File: src/rtl/tt_um_ripple_div_ctrl.sv
// Synchronous 8-bit divider-chain controller: start/stop sequencing, free-run or
// one-shot counting, synchronous clear and a selectable divide tap producing a tick.
module tt_um_ripple_div_ctrl (
    input  logic       clk,
    input  logic       rst_n,
    input  logic       ena,
    input  logic [7:0] ui_in,
    input  logic [7:0] uio_in,
    output logic [7:0] uo_out,
    output logic [7:0] uio_out,
    output logic [7:0] uio_oe
);

    localparam logic [1:0] S_IDLE    = 2'd0;
    localparam logic [1:0] S_RUN     = 2'd1;
    localparam logic [1:0] S_ONESHOT = 2'd2;
    localparam logic [1:0] S_DONE    = 2'd3;

    logic [1:0] state_q, state_d;
    logic [7:0] count_q, count_d;
    logic       tick_q, tick_d;
    logic       mode_q, mode_d;
    logic       start_q, stop_q;
    logic       start_ev, stop_ev, clear, inc, mode_in;
    logic [2:0] sel;
    logic [7:0] tap_mask;
    logic       unused;

    assign mode_in  = ui_in[2];
    assign sel      = ui_in[5:3];
    assign clear    = ui_in[6];
    assign start_ev = ui_in[0] & ~start_q;
    assign stop_ev  = ui_in[1] & ~stop_q;
    assign tap_mask = 8'((9'd2 << sel) - 9'd1);
    assign unused   = &{1'b0, ui_in[7], uio_in};

    always_comb begin
        state_d = state_q;
        mode_d  = mode_q;
        count_d = count_q;
        tick_d  = 1'b0;
        inc     = 1'b0;
        if (stop_ev) begin
            state_d = S_IDLE;
        end else begin
            case (state_q)
                S_IDLE, S_DONE: begin
                    if (start_ev) begin
                        mode_d  = mode_in;
                        state_d = mode_in ? S_ONESHOT : S_RUN;
                    end
                end
                S_RUN:     inc = 1'b1;
                S_ONESHOT: inc = 1'b1;
                default:   state_d = S_IDLE;
            endcase
        end
        // Clear suppresses the increment, so it also suppresses the tick and the DONE wrap.
        if (clear) begin
            count_d = '0;
        end else if (inc) begin
            count_d = count_q + 8'd1;
            tick_d  = &(count_q | ~tap_mask);
            if (state_q == S_ONESHOT && count_q == 8'hFF) state_d = S_DONE;
        end
    end

    always_ff @(posedge clk) begin
        if (!rst_n) begin
            state_q <= S_IDLE;
            count_q <= '0;
            tick_q  <= 1'b0;
            mode_q  <= 1'b0;
            start_q <= 1'b0;
            stop_q  <= 1'b0;
        end else if (ena) begin
            state_q <= state_d;
            count_q <= count_d;
            tick_q  <= tick_d;
            mode_q  <= mode_d;
            start_q <= ui_in[0];
            stop_q  <= ui_in[1];
        end else begin
            // Drop any pending tick so it cannot reappear after re-enable.
            tick_q  <= 1'b0;
        end
    end

    assign uo_out  = count_q;
    assign uio_out = {5'b0, state_q == S_DONE,
                      (state_q == S_RUN) || (state_q == S_ONESHOT), tick_q & ena};
    assign uio_oe  = 8'b0000_0111;

endmodule

File: config.mk
export PLATFORM = sky130hd
export DESIGN_NAME = tt_um_ripple_div_ctrl
export DESIGN_NICKNAME = d
export VERILOG_FILES = /design/src/rtl/tt_um_ripple_div_ctrl.sv
export SDC_FILE = /design/constraint.sdc
export NUM_CORES = 1
export LEC_CHECK = 0
export ABC_AREA = 0
export BUFFER_PORTS_ARGS = -buffer_cell sky130_fd_sc_hd__buf_2
export CAP_MARGIN = 0
export CORE_MARGIN = 2
export CORE_UTILIZATION = 30
export DETAILED_ROUTE_END_ITERATION = 8
export GPL_ROUTABILITY_DRIVEN = 1
export SETUP_SLACK_MARGIN = 0.1
export SYNTH_ARGS = -nofsm -noshare
export SYNTH_HDL_FRONTEND = slang
export SYNTH_SLANG_ARGS = --single-unit
export TNS_END_PERCENT = 50
File: constraint.sdc
create_clock -name clk -period 4.1 [get_ports clk]
set_clock_uncertainty 0.2 [all_clocks]
set_input_delay 0.82 -clock clk [delete_from_list [all_inputs] [get_ports clk]]
set_output_delay 0.82 -clock clk [all_outputs]
set_load 0.03 [all_outputs]
==> results of run 1 <==
routing by layer:
metal  vias up  wire length (µm)  track usage, %
li1        447                 -               -
met1       405              1040            15.6
met2        22               855            18.7
met3         0                72            3.41
met4         0                 0           0.932
met5         -                 0               0
how the worst max path moves through the flow:
stage,to,depth (start not counted)
after floorplan,tick_q,7
after global placement,tick_q,7
after detailed placement,tick_q,7
after CTS,tick_q,7
after global routing,tick_q,7
final,tick_q,7
sequential cells by signal, summed over array words and instances (netlist names):
name,flops
start_q,1
state_q,2
stop_q,1
tick_q,1
uo_out,8
report_power, final:
group	internal [W]	switching, W
Combinational	0.0000198	0.0000454
Clock	0.0000377	0.0000425
Sequential	0.000129	0.00000313
kinds of logic (layout without fill, tap and decap cells):
kind of cell,after synthesis,count (layout),synth area share (%)
AO/OA/AOI/OAI,26,26,18.0
adder cells (fa/ha/maj),4,4,5.14
buffers and inverters,21,28,13.2
flip-flops,13,13,26.7
multiplexers,7,7,7.20
other,2,13,0.771
AND/OR/NAND/NOR,49,49,28.9
cell type report:
type	count	area [µm²]	share of cell area [%]
well taps	44	55.1	5.09
flip-flops and latches	13	260	24.0
inverters	4	15.0	1.39
multi-input cells	99	626	57.8
repair buffers	20	100	9.25
clock buffers	4	26.3	2.43
metrics by stage:
stage                     area [µm²]  utilization, %  worst slack (ps)  hold WS, ps
after detailed placement        1060            34.3              1420          298
after floorplan                 1010               -              1500          314
after global routing            1080            35.2              1600          350
after CTS                       1080            35.2              1700          314
after global placement          1060            34.3              1430          289
final                           1080            35.2              1700          309
layout by cell type (no fill, tap or decap), types with 2 or more instances in the layout:
master,count
conb_1,13
or3_1,2
nor3_1,3
nor2b_1,6
nand2b_1,6
buf_2,20
o21ai_0,9
a21boi_0,3
a31oi_1,2
clkbuf_4,3
o211ai_1,2
mux2i_1,7
nor4_1,3
a21oi_1,4
nand2_1,11
inv_1,3
ha_1,4
nand3_1,5
nor2_1,4
dfxtp_1,13
critical path, cell delays in order:
cell	delay (ps)
buf_2	150
or3_1	400
ha_1	290
nor2_1	120
a21oi_1	50
o221a_2	270
a2111oi_2	280
==> flow_summary_export.csv, run 1 <==
group,metric,value,unit
cts,cts_tree,"yes",
floorplan,die-area,3720,µm²
drt,drt_iter0_markers,11,
yosys,ys.flop_type,"dfxtp_1",
floorplan,coreArea,3080,µm²
floorplan,initial_core_util,31.6,%
yosys,synth_edf_count,0,
timing,timing.fmax,417,MHz
cts,post_cts_buffers,0,
yosys,synth.largest_area_cell,"dfxtp_1",
global_route,antenna_found_initial,0,
cells_and_area,fin_cells,184,
worst_hold_path,whs_path_depth,2,
cells_and_area,syn_to_final_growth,11.2,%
setup_path,r2r_slack,1940,ps
place,io_buffers,20,
setup_path,startpoint_type,"input pin",
cts,clock_sinks,13,
worst_hold_path,min_to,"uo_out[6]",
cts,numCtsBuffers,3,
drt,drt-total-wl,1960,µm
yosys,yosysUniqueCellTypes,37,
yosys,syn-cell-area,973,µm²
floorplan,die_w,61.0,µm
setup_path,cp-end-kind,"flop",
cells_and_area,antenna_cells,0,
cts,cts_resized,0,
drt,dr.pass1.iters,4,
timing,setup-violations-final,0,
drt,antenna_left,0,
global_route,grt.total_usage,11.5,%
cells_and_area,fin_nets,164,
setup_path,reg2reg_depth,5,
drt,drc,0,
yosys,syn_avg_cell_area,7.98,µm²
timing,setup-tns-final,0,ps
status,status,"finished, final reports clean",
setup_path,cp_max_fo,10,
floorplan,num_rows,20,
timing,fin_crit,2400,ps
global_route,grt_pass1_vias,761,
drt,vias,874,
worst_hold_path,hold_path_class,"reg -> reg",
cts,htree_levels,1,
setup_path,required,4080,ps
power_and_ir_drop,peakVddDrop,0.000203,V
setup_path,worst_r2r_endpoint,"state_q[0]",
place,gp_congestion,0.710,
yosys,synth-seq-cells,13,
floorplan,ios,43,
global_route,grt_max_degree,13,
cts,clock_latency,270,ps
yosys,synth_area_leaders,"dfxtp_1 (27%), buf_4 (10%), mux2i_1 (7.2%), ha_1 (5.1%), o21ai_0 (4.6%)",
setup_path,crit_arrival,2380,ps
setup_path,crit_type,"in -> reg",
timing,min_period_over_period,58.6,%
yosys,seq_area_frac_synth,26.7,%
drt,viasPerCell,4.75,
drt,wl_per_cell,10.7,µm
timing,finalHoldViolCount,0,
job,drv_cap,0,
cts,clk_path_buf_depth,2,
timing,slew_headroom,41.7,%
power_and_ir_drop,total_power,0.000278,W
power_and_ir_drop,p_leak,0.452,nW
place,hpwl,1480,µm
timing,finalMaxSlewViolations,0,
setup_path,r2r_start,"state_q[0]",
cts,path_clk_slew,80,ps
cts,cts-root-buf,"clkbuf_4",
place,post-place-cells,180,
floorplan,die_h,61.0,µm
worst_hold_path,min-delay-start,"uo_out[6]",
yosys,synth_top_area_share,26.7,%
timing,grt_setup_unrepaired,"no",
global_route,grt.overflow.total,0,
yosys,synth_warnings,0,
timing,worstMarginPinSlew,873,ps
global_route,grt_pass1_wl,3290,µm
setup_path,crit_start,"ui_in[5]",
yosys,synth_cells,122,
yosys,synth_common_cells,"buf_4 (13), dfxtp_1 (13), nand2_1 (11), o21ai_0 (9), mux2i_1 (7)",
power_and_ir_drop,power_density,256,nW/µm²
cells_and_area,drive_gt1_share,21.4,%
cells_and_area,nFillCells,340,
cts,cts_hold_buffers,0,
yosys,synth-async-reset-ratio,0,%
Note: power is estimated with default switching activity, not from simulation.
==> run 2, diff against run 1 <==
Settings changed: ABC_AREA 0 to 1.
Clock period 4.1 ns to 2 ns, I/O delays scaled along.
==> run 2 against run 1 <==
  * Synthesized area rose by 1.7%
  * First-iteration DRC count increased by 130%
  * Count of clock-buffer cells in the layout is the same
  * Critical endpoint is now uio_out[1]
==> flow_summary_export.csv, run 2 <==
group,metric,value,unit
floorplan,die_h,61.4,µm
power_and_ir_drop,total_power,0.000572,W
yosys,ys.flop_type,"dfxtp_1",
cells_and_area,drive_gt1_share,22.3,%
cells_and_area,fin_nets,190,
cells_and_area,multi_input_area,579,µm²
place,pre_cts_slack,264,ps
timing,setup-violations-final,0,
cts,cts_tree,"yes",
cts,cts_hold_buffers,0,
global_route,grt.total_usage,11.4,%
global_route,grt_pass1_vias,747,
floorplan,die-area,3770,µm²
yosys,syn_avg_cell_area,6.78,µm²
cells_and_area,seqCellArea,262,µm²
setup_path,startpoint_type,"flop",
setup_path,crit_arrival,1210,ps
yosys,synth_warnings,0,
yosys,synth_area_leaders,"dfxtp_1 (26%), nand2_1 (11%), buf_4 (9.9%), nor2_1 (8.0%), nand3_1 (6.6%)",
timing,timing.fmax,553,MHz
cts,htree_levels,1,
cts,clock_sinks,13,
cells_and_area,design_area,1100,µm²
cells_and_area,nFillCells,351,
cells_and_area,final_cell_mix,"nand2_1 (28), nor2_1 (21), buf_2 (19), inv_1 (14)",
cells_and_area,largest_reg_flops,8,
timing,fin_ws,193,ps
yosys,synth-async-reset-ratio,0,%
global_route,grt_max_degree,12,
timing,finalMaxSlewViolations,0,
cts,clk_path_buf_depth,2,
setup_path,cp_max_fo,4,
timing,finalHoldViolCount,0,
cts,path_clk_slew,80,ps
drt,drt_iter0_markers,25,
yosys,synth_most_common_cell,"nand2_1",
setup_path,crit_type,"reg -> out",
cts,numCtsBuffers,3,
drt,drc,0,
timing,grt_setup_unrepaired,"no",
place,hpwl,1520,µm
timing,fin_crit,1810,ps
power_and_ir_drop,p_leak,0.589,nW
yosys,synth.largest_area_cell,"dfxtp_1",
power_and_ir_drop,peakVddDrop,0.000203,V
drt,dr.pass1.iters,4,
yosys,synth_top_area_share,26.3,%
timing,setup-tns-final,0,ps
status,status,"finished, final reports clean",
yosys,synth_common_cells,"nand2_1 (28), nor2_1 (21), inv_1 (15)",
drt,drt-total-wl,1920,µm
job,drv_cap,0,
setup_path,cp-end-kind,"output pin",
yosys,yosysUniqueCellTypes,24,
yosys,synth_cells,146,
drt,vias,910,
drt,wl_per_cell,9.14,µm
global_route,grt.overflow.total,0,
power_and_ir_drop,power_density,522,nW/µm²
global_route,grt_pass1_wl,3200,µm
timing,worst_hold_slack,158,ps
place,gp_congestion,0.737,
worst_hold_path,hold_path_class,"in -> reg",
drt,antenna_left,0,
yosys,synth_edf_count,0,
floorplan,num_rows,20,
setup_path,required,1400,ps
yosys,syn-cell-area,990,µm²
yosys,synth-seq-cells,13,
cells_and_area,syn_to_final_growth,10.7,%
cells_and_area,final_common_cell,"nand2_1",
place,io_buffers,20,
floorplan,ios,43,
floorplan,coreArea,3100,µm²
yosys,seq_area_frac_synth,26.3,%
drt,viasPerCell,4.33,
cts,cts-root-buf,"clkbuf_4",
place,placedInstanceArea,1060,µm²
cells_and_area,antenna_cells,0,
cts,clock_latency,280,ps
floorplan,initial_core_util,31.9,%
timing,min_period_over_period,90.3,%
global_route,antenna_found_initial,0,
floorplan,die_w,61.4,µm
-- run 2: cells by family after synthesis --
| group | after synthesis | synth area share (%) |
|---|---|---|
| AO/OA/AOI/OAI | 19 | 11.0 |
| AND/OR/NAND/NOR | 75 | 37.5 |
| other | 2 | 0.759 |
| adder cells (fa/ha/maj) | 4 | 5.06 |
| flip-flops | 13 | 26.3 |
| buffers and inverters | 33 | 19.3 |
-- run 2: routing by layer --
metal | global-route usage, % | wire, µm | up-vias
li1 | - | - | 482
met1 | 14.8 | 933 | 406
met2 | 18.2 | 877 | 20
met3 | 3.36 | 101 | 2
met4 | 3.65 | 8 | 0
met5 | 0 | 0 | -
-- run 2: critical path: stages (launching register included) --
cell and delay (ps):
dfxtp_2 360, inv_1 50, ha_1 310, inv_2 90
buf_6 130
-- run 2: worst paths after layout --
path | endpoint | slack [ps] | from | cells after the start
setup / recovery | uio_out[1] | 190 | state_q[0] | 4
hold / removal | start_q | 160 | ui_in[0] | 3
setup reg to reg | uo_out[4] | 360 | state_q[0] | 9
hold reg to reg | uo_out[0] | 330 | uo_out[0] | 1
-- run 2: what timing repair did --
| action | CTS | global route |
|---|---|---|
| resized for setup | 2 | 2 |
| endpoints found under the setup margin | 1 | 1 |
| buffers inserted | 0 | 0 |
| pin swaps | 0 | 0 |
-- run 2: through the flow --
step                std cells  util, %
floorplan                 157        -
global placement          206     34.2
detailed placement        206     34.2
CTS                       210     35.2
global route              210     35.3
finish                    210     35.3
-- run 2: final cells by class --
class / count / area share, %
multi-input combinational: 111 / 52.9
sequential: 13 / 23.9
timing repair buffer: 20 / 9.70
inverter: 18 / 6.16
tap: 44 / 5.02
clock buffer: 4 / 2.40
-- run 2: power breakdown --
group          switching, W  internal (W)  total (W)  leakage, nW
Clock             0.0000878     0.0000774   0.000165       0.0150
Sequential       0.00000558      0.000265   0.000271        0.106
Combinational     0.0000984     0.0000376   0.000136        0.468
Total              0.000192      0.000380   0.000572        0.589
==> run 3, diff against run 2 <==
Settings changed: RECOVER_POWER set to 50.
==> run 3 against run 2 <==
  * Sequential power barely moved
  * Total power fell by 0.17%
  * Design area fell by 1.0%
  * Sequential share of layout area rose by 0.25 points
  * Non-clock buffer count did not move
  * Setup slack barely moved
  * Critical path depth did not move
  * Wire length fell by 0.68%
  * First-iteration DRC count fell by 24%
  * Flip-flop and latch count did not move
  * Critical path type unchanged
==> flow_summary_export.csv, run 3 (synthesis gave the netlist of run 2 again) <==
group,metric,value,unit
status,status,"finished, final reports clean",
cells_and_area,syn_to_final_growth,9.61,%
cts,cts-root-buf,"clkbuf_4",
floorplan,die_w,61.4,µm
setup_path,path_buf_inv,3,
global_route,grt_max_degree,12,
setup_path,critPathTopFamily,"flip-flops",
cells_and_area,design_area,1080,µm²
cells_and_area,largest_reg_flops,8,
cells_and_area,antenna_cells,0,
timing,fin_crit,1810,ps
power_and_ir_drop,power_density,526,nW/µm²
power_and_ir_drop,peakVddDrop,0.000203,V
floorplan,coreArea,3100,µm²
place,gp_congestion,0.737,
timing,setup-violations-final,0,
setup_path,crit_arrival,1210,ps
timing,min_period_over_period,90.3,%
cts,clk_path_buf_depth,2,
floorplan,die-area,3770,µm²
drt,wl_per_cell,9.08,µm
power_and_ir_drop,total_power,0.000571,W
setup_path,startpoint_type,"flop",
global_route,grt_pass1_vias,747,
floorplan,ios,43,
floorplan,num_rows,20,
worst_hold_path,hold_path_class,"in -> reg",
global_route,grt.overflow.total,0,
global_route,antenna_found_initial,0,
place,hpwl,1520,µm
floorplan,die_h,61.4,µm
cells_and_area,drive_gt1_share,16.9,%
cts,cts_tree,"yes",
power_and_ir_drop,p_leak,0.550,nW
drt,viasPerCell,4.34,
setup_path,slowest_stage,"dfxtp_2",
cells_and_area,fin_nets,190,
timing,worstMarginPinSlew,531,ps
cts,clock_sinks,13,
timing,slew_headroom,64.6,%
cts,cts_hold_buffers,0,
cts,clock_latency,280,ps
drt,drt-total-wl,1910,µm
setup_path,crit_type,"reg -> out",
setup_path,required,1400,ps
timing,finalMaxSlewViolations,0,
global_route,grt_pass1_wl,3200,µm
drt,drc,0,
setup_path,crit_path_max_incr_delay,350,ps
cells_and_area,fin_cells,210,
timing,finalHoldViolCount,0,
cts,post_cts_buffers,0,
global_route,grt.total_usage,11.4,%
cts,path_clk_slew,80,ps
setup_path,cp_max_fo,4,
cells_and_area,nFillCells,354,
drt,drt_iter0_markers,19,
timing,setup-tns-final,0,ps
place,placedInstanceArea,1060,µm²
setup_path,cp-end-kind,"output pin",
timing,grt_setup_unrepaired,"no",
drt,dr.pass1.iters,4,
cts,numCtsBuffers,3,
cells_and_area,final_cell_mix,"nand2_1 (28), nor2_1 (21), inv_1 (14), nand3_1 (13), conb_1 (13)",
place,io_buffers,20,
drt,antenna_left,0,
floorplan,initial_core_util,31.9,%
timing,timing.fmax,554,MHz
job,drv_cap,0,
cells_and_area,final_common_cell,"nand2_1",
cts,htree_levels,1,
drt,vias,911,
setup_path,cp_cell_sequence,"inv_1 -> ha_1 -> inv_2 -> buf_6",
place,post-place-cells,206,
==> run 3: power breakdown <==
group	internal, W	switching [W]
combinational	0.0000370	0.0000982
clock	0.0000774	0.0000876
sequential	0.000265	0.00000545
==> run 3: final timing paths <==
kind / startpoint / to / slack, ps / cells past startpoint
worst max-delay path: state_q[0] / uio_out[1] / 190 / 4
worst min-delay path: ui_in[0] / start_q / 160 / 3
worst max register to register: state_q[0] / uo_out[4] / 350 / 9
worst min register to register: uo_out[0] / uo_out[0] / 330 / 1
==> run 3: layer usage <==
metal,wire (µm),vias up,GRT usage (%)
met1,928,405,14.8
met2,864,22,18.2
li1,-,482,-
met4,8,0,3.65
met5,0,-,0
met3,107,2,3.36
==> run 3: repair_timing <==
| action | 4_1_cts | 5_1_grt |
|---|---|---|
| setup endpoints to repair | 1 | 1 |
| pin swaps | 0 | 0 |
| resized for setup | 2 | 2 |
==> run 3: area by class of cell <==
cell class / instances / area (µm²) / share of cell area [%]
multi-input combinational: 111 / 579 / 53.4
sequential: 13 / 262 / 24.1
timing repair buffer: 20 / 95.1 / 8.77
inverter: 18 / 67.6 / 6.23
tap: 44 / 55.1 / 5.07
clock buffer: 4 / 26.3 / 2.42
==> run 3: per-stage QoR <==
| step | util (%) | hold WS, ps | setup WS [ps] |
|---|---|---|---|
| after CTS | 35.2 | 146 | 124 |
| final | 35.0 | 157 | 194 |
| after detailed placement | 34.2 | 306 | 264 |
| after global placement | 34.2 | 306 | 251 |
| after floorplan | - | 307 | 234 |
| after global routing | 35.0 | 190 | 105 |
==> run 3: worst register-to-register path, stage by stage (launching register included) <==
cell and delay [ps]:
dfxtp_2 350, inv_1 50, ha_1 310, inv_2 90
nand3_2 120, nand2_4 180, nand3_1 110, nand2_1 70
nand2_1 40, nor2_1 80
